**src/rtl/scfifo_stream_reader_if.sv**
```systemverilog
// Bundle of the upstream show-ahead FIFO read port and the downstream stream port
// of scfifo_stream_reader. The reader uses the master view; the environment uses the slave view.

interface scfifo_stream_reader_if #(
    parameter int DATA_WIDTH = 64
);
    // Handshake: fifo_q is valid whenever fifo_empty=0 and is consumed on an edge with
    // fifo_rdreq=1. A stream word moves on an edge with out_valid=1 and out_ready=1; while
    // out_valid=1 and out_ready=0, out_valid and out_data hold unchanged.
    logic                  fifo_empty;
    logic [DATA_WIDTH-1:0] fifo_q;
    logic                  fifo_rdreq;
    logic                  out_valid;
    logic                  out_ready;
    logic [DATA_WIDTH-1:0] out_data;

    modport master (
        input  fifo_empty,
        input  fifo_q,
        input  out_ready,
        output fifo_rdreq,
        output out_valid,
        output out_data
    );

    modport slave (
        output fifo_empty,
        output fifo_q,
        output out_ready,
        input  fifo_rdreq,
        input  out_valid,
        input  out_data
    );
endinterface

```
**src/rtl/scfifo_stream_reader.sv**
```systemverilog
// Drains a show-ahead FIFO into a valid/ready stream through a registered 2-entry skid buffer,
// with enable gating, synchronous flush and a count of words accepted downstream.

module scfifo_stream_reader #(
    parameter int DATA_WIDTH = 64,
    parameter int CNT_WIDTH  = 32
) (
    input  logic                         clock,
    input  logic                         aclr_n,
    scfifo_stream_reader_if.master       strm,
    input  logic                         enable,
    input  logic                         flush,
    output logic [CNT_WIDTH-1:0]         word_count,
    output logic                         busy,
    output logic [1:0]                   occ_dbg
);

    typedef enum logic [1:0] {
        OCC_EMPTY = 2'd0,
        OCC_ONE   = 2'd1,
        OCC_FULL  = 2'd2
    } occ_e;

    occ_e                  occ_q, occ_d;
    logic [DATA_WIDTH-1:0] head_q, head_d;
    logic [DATA_WIDTH-1:0] skid_q, skid_d;
    logic                  out_valid_q, out_valid_d;
    logic [CNT_WIDTH-1:0]  word_count_q, word_count_d;
    logic                  pop;
    logic                  acc;

    // pop depends only on registered occupancy, never on out_ready; held low while in reset.
    always_comb begin
        pop = aclr_n && !strm.fifo_empty && enable && !flush &&
              ((occ_q == OCC_EMPTY) || (occ_q == OCC_ONE));
        acc = out_valid_q && strm.out_ready;
    end

    always_comb begin
        occ_d        = occ_q;
        head_d       = head_q;
        skid_d       = skid_q;
        word_count_d = word_count_q + CNT_WIDTH'(acc);
        case (occ_q)
            OCC_EMPTY: begin
                if (pop) begin
                    occ_d  = OCC_ONE;
                    head_d = strm.fifo_q;
                end
            end
            OCC_ONE: begin
                if (acc && pop) begin
                    head_d = strm.fifo_q;
                end else if (acc) begin
                    occ_d = OCC_EMPTY;
                end else if (pop) begin
                    occ_d  = OCC_FULL;
                    skid_d = strm.fifo_q;
                end
            end
            OCC_FULL: begin
                if (acc) begin
                    occ_d  = OCC_ONE;
                    head_d = skid_q;
                end
            end
            default: occ_d = OCC_EMPTY;
        endcase
        // Flush discards whatever is buffered, including the skid word promoted by an accept.
        if (flush) begin
            occ_d = OCC_EMPTY;
        end
        out_valid_d = (occ_d != OCC_EMPTY);
    end

    always_ff @(posedge clock or negedge aclr_n) begin
        if (!aclr_n) begin
            occ_q        <= OCC_EMPTY;
            head_q       <= '0;
            skid_q       <= '0;
            out_valid_q  <= 1'b0;
            word_count_q <= '0;
        end else begin
            occ_q        <= occ_d;
            head_q       <= head_d;
            skid_q       <= skid_d;
            out_valid_q  <= out_valid_d;
            word_count_q <= word_count_d;
        end
    end

    assign strm.fifo_rdreq = pop;
    assign strm.out_valid  = out_valid_q;
    assign strm.out_data   = head_q;
    assign busy            = out_valid_q;
    assign word_count      = word_count_q;
    assign occ_dbg         = occ_q;

endmodule

```
**src/flat_wrapper.sv**
```systemverilog
// flat-port wrapper written by rule: the top's interface ports become plain ports
module scfifo_stream_reader_flat 
#(
    parameter int DATA_WIDTH = 64,
    parameter int CNT_WIDTH  = 32
)
  (clock, aclr_n, enable, flush, word_count, busy, occ_dbg, strm_fifo_empty, strm_fifo_q, strm_out_ready, strm_fifo_rdreq, strm_out_valid, strm_out_data);
  scfifo_stream_reader_if #(.DATA_WIDTH(DATA_WIDTH)) strm_i ();
  input  logic clock;
  input  logic aclr_n;
  input  logic enable;
  input  logic flush;
  output logic [CNT_WIDTH-1:0] word_count;
  output logic busy;
  output logic [1:0] occ_dbg;
  input wire logic [$bits(strm_i.fifo_empty)-1:0] strm_fifo_empty;
  input wire logic [$bits(strm_i.fifo_q)-1:0] strm_fifo_q;
  input wire logic [$bits(strm_i.out_ready)-1:0] strm_out_ready;
  output wire logic [$bits(strm_i.fifo_rdreq)-1:0] strm_fifo_rdreq;
  output wire logic [$bits(strm_i.out_valid)-1:0] strm_out_valid;
  output wire logic [$bits(strm_i.out_data)-1:0] strm_out_data;
  assign strm_i.fifo_empty = strm_fifo_empty;
  assign strm_i.fifo_q = strm_fifo_q;
  assign strm_i.out_ready = strm_out_ready;
  assign strm_fifo_rdreq = strm_i.fifo_rdreq;
  assign strm_out_valid = strm_i.out_valid;
  assign strm_out_data = strm_i.out_data;
  scfifo_stream_reader #(.DATA_WIDTH(DATA_WIDTH), .CNT_WIDTH(CNT_WIDTH)) u_core (.clock(clock), .aclr_n(aclr_n), .strm(strm_i), .enable(enable), .flush(flush), .word_count(word_count), .busy(busy), .occ_dbg(occ_dbg));
endmodule
```
**config.mk**
```make
export PLATFORM = sky130hd
export DESIGN_NAME = scfifo_stream_reader_flat
export DESIGN_NICKNAME = d
export VERILOG_FILES = /design/src/rtl/scfifo_stream_reader_if.sv /design/src/rtl/scfifo_stream_reader.sv /design/src/flat_wrapper.sv
export SDC_FILE = /design/constraint.sdc
export NUM_CORES = 1
export LEC_CHECK = 0
export BUFFER_PORTS_ARGS = -buffer_cell sky130_fd_sc_hd__buf_2
export CORE_MARGIN = 2
export CORE_UTILIZATION = 45
export DETAILED_ROUTE_END_ITERATION = 10
export GPL_TIMING_DRIVEN = 0
export PLACE_DENSITY = 0.71
export SLEW_MARGIN = 20
export SYNTH_ARGS = -nofsm -noshare
export SYNTH_HDL_FRONTEND = slang
export SYNTH_SLANG_ARGS = --single-unit
```
**constraint.sdc**
```tcl
create_clock -name clock -period 3.27 [get_ports clock]
set_input_delay 0.327 -clock clock [delete_from_list [all_inputs] [get_ports clock]]
set_output_delay 0.327 -clock clock [all_outputs]
set_load 0.01 [all_outputs]
```
==> run metrics <==
fin. max-slew vios 0; dpl hpwl 10.1 mm; min cycle time layout 2780 ps; die area 16900 sq um; WS Path Type primary input to flip-flop; Total Routed Length 14.5 mm; dominant cells by area after synthesis dfrtp_1 (57%), mux2_2 (29%), xnor2_1 (3.2%); post-synth cell types 32; syn_area_per_cell 14.8 sq um; first-pass GRT wire length 23.2 mm; vias in the first global route 4746; total gr overflow 0; Crit path largest cell delay 570 ps; run status finished, final reports clean; WP data required 3570 ps; Min Hold Slack 119 ps; Area growth, synth to finish 24.7%; maximum clock insertion buffer count 2; post-route cell area 8890 sq um; crit-path cells dlygate4sd3_1 > buf_8 > and4bb_1 > and2b_2 > a2bb2oi_4 > buf_6 > mux2_2; critical path fanouts, max 85; critical path arrival 3080 ps; sequential cell area fraction in the yosys report 57.2%; top cells by count, synth mux2_2 (182), dfrtp_1 (163), xnor2_1 (26), buf_2 (12), nand4_1 (12); post-placement cell count 870; Die Wd 130 microns; Power per Cell Area 541 nW/um^2; synthesis-stage register bit count 163; Slew HR 52.2%; Post-synth ARST share 100%; antenna cells 0; Setup Skew 13.2 ps; Vias/cell 5.07; Detail Route Antenna Nets 0; Synth top area share 57.2%; Post-synth EDFFs 0; GRT Overall Usage 17.5%; Max Cap Viol 0; Root Driver clkbuf_16; synth warn 0; synthesized instance count 483; Slew @ Worst Pin 715 ps; period utilization 84.9%; largest net degree at the start of global routing 86; leading area contributor after synthesis dfrtp_1; vias 4580; # H-tree levels 4; final hold vios 0; Pre-antenna DRT Iters 6; clock buffer count from CTS 17; Site Rows 46; nets@finish 746; area post-placement 8290 sq um; most common cell in the netlist mux2_2; Hold WC Path Type primary input to flip-flop; maximum clock frequency 360 MHz; Cell Area, Synth 7130 sq um; DR WL/cell 16.1 microns; Die Span Y 130 microns; unrepaired setup endpoints after global routing no; layout cells sized above 1 59.5%; Main synth FF type dfrtp_1; initial antenna violation count 0; peak supply drop 327 uV; final setup fails 0; CORE AREA 15700 sq um; CTS resizes 0; Synthesized Nets 555; I/O Pins 171; final cell count without fillers 903; cell leakage power 4.60 nW; clk sinks 163; CTS tree done; Clock Pin Slew Worst Setup and Hold Paths 70 ps; drt drc 0; Placer Congestion 0.747; Startpoint Class primary input; Initial Util 45.4%; crit end category flip-flop; 1st-iter DRT viols 166; CP max stage cell dlygate4sd3_1; Clock Latency Late Sink 420 ps; Port Buffer Count 170
==> what timing repair did <==
item                      CTS  global route
hold buffers                1             0
setup buffers               0             0
hold endpoints to repair   83             0
==> stage by stage <==
step | TNS (ps) | worst slack [ps] | total power [W] | utilization [%]
6_report | 0 | 493 | 0.00481 | 56.6
5_1_grt | 0 | 329 | 0.00502 | 56.6
3_5_place_dp | 0 | 622 | 0.00287 | 52.8
3_3_place_gp | -290720 | -1660 | 0.00283 | 52.5
2_1_floorplan | 0 | 1080 | 0.00259 | -
4_1_cts | 0 | 472 | 0.00487 | 56.6
==> critical path: cells and delay by family <==
| kind | cells | cell delay, ps |
|---|---|---|
| buffers and inverters | 3 | 1290 |
| and+or+nand+nor | 2 | 610 |
| AOI/OAI and AO/OA | 1 | 410 |
| muxes | 1 | 350 |
==> placed cells by master, fill, tap and decap left out, types with 2 or more instances in the layout <==
cell        instances
nand4b_1            2
clkinvlp_4          4
ha_1                2
nand3_1            11
inv_1               3
nand2_1            11
nor2_1              8
bufinv_16           2
nor3_1              2
inv_6               4
clkinv_4            2
xor2_1              5
nand4_1            12
mux2_1             10
clkbuf_1            5
and4_1              4
and3_1              5
clkbuf_16          17
clkinv_2            2
xnor2_1            26
mux2_2            182
buf_6               6
dfrtp_1           163
buf_2             181
==> per-layer routing <==
metal | vias up | track usage (%) | wire length [microns]
li1 | 2124 | - | -
met1 | 2316 | 22.3 | 6400
met2 | 130 | 28.8 | 7100
met3 | 10 | 6.15 | 912
met4 | 0 | 4.30 | 99
met5 | - | 0 | 0
==> power by group <==
| group | internal [W] | leakage, nW | switching, W | total, W |
|---|---|---|---|---|
| Clock | 0.00115 | 0.280 | 0.000832 | 0.00199 |
| Combinational | 0.000278 | 2.10 | 0.000239 | 0.000517 |
| Sequential | 0.00220 | 2.22 | 0.0000985 | 0.00230 |
==> final cells by class <==
| cell class | instances | area (sq um) |
|---|---|---|
| buffer | 24 | 154 |
| clock buffer | 18 | 439 |
| clock inverter | 14 | 153 |
| fill | 1292 | 6820 |
| inverter | 3 | 11.3 |
| multi-input combinational | 293 | 2890 |
| sequential | 163 | 4080 |
| tap | 216 | 270 |
| timing repair buffer | 172 | 898 |
==> worst paths after layout <==
| check | startpoint | to | slack [ps] | cells past startpoint |
|---|---|---|---|---|
| setup reg to reg | u_core.busy | u_core.word_count[16] | 800 | 8 |
| max in group asynchronous | aclr_n | u_core.skid_q[19] | 1960 | 3 |
| min in group asynchronous | aclr_n | u_core.word_count[30] | 490 | 2 |
| hold reg to reg | u_core.skid_q[43] | u_core.skid_q[43] | 490 | 1 |
| setup / recovery | aclr_n | u_core.strm.out_data[12] | 490 | 7 |
| hold / removal | flush | u_core.occ_dbg[0] | 120 | 2 |
==> flip-flops by register name, summed over array words and instances (netlist names) <==
signal                count
u_core.skid_q            64
u_core.strm.out_data     64
u_core.word_count        32
u_core.occ_dbg            2
u_core.busy               1
==> cells by family (layout without fill, tap and decap cells) <==
kind of cell,after synthesis,after routing,share of synthesized area (%)
buf+inv,27,231,2.32
flops,163,163,57.2
mux,192,192,30.3
fa+ha+maj,2,2,0.351
xor+xnor,31,31,3.81
compound gates,5,5,0.754
simple gates,63,63,5.28
(Power assumes the default switching activity.)
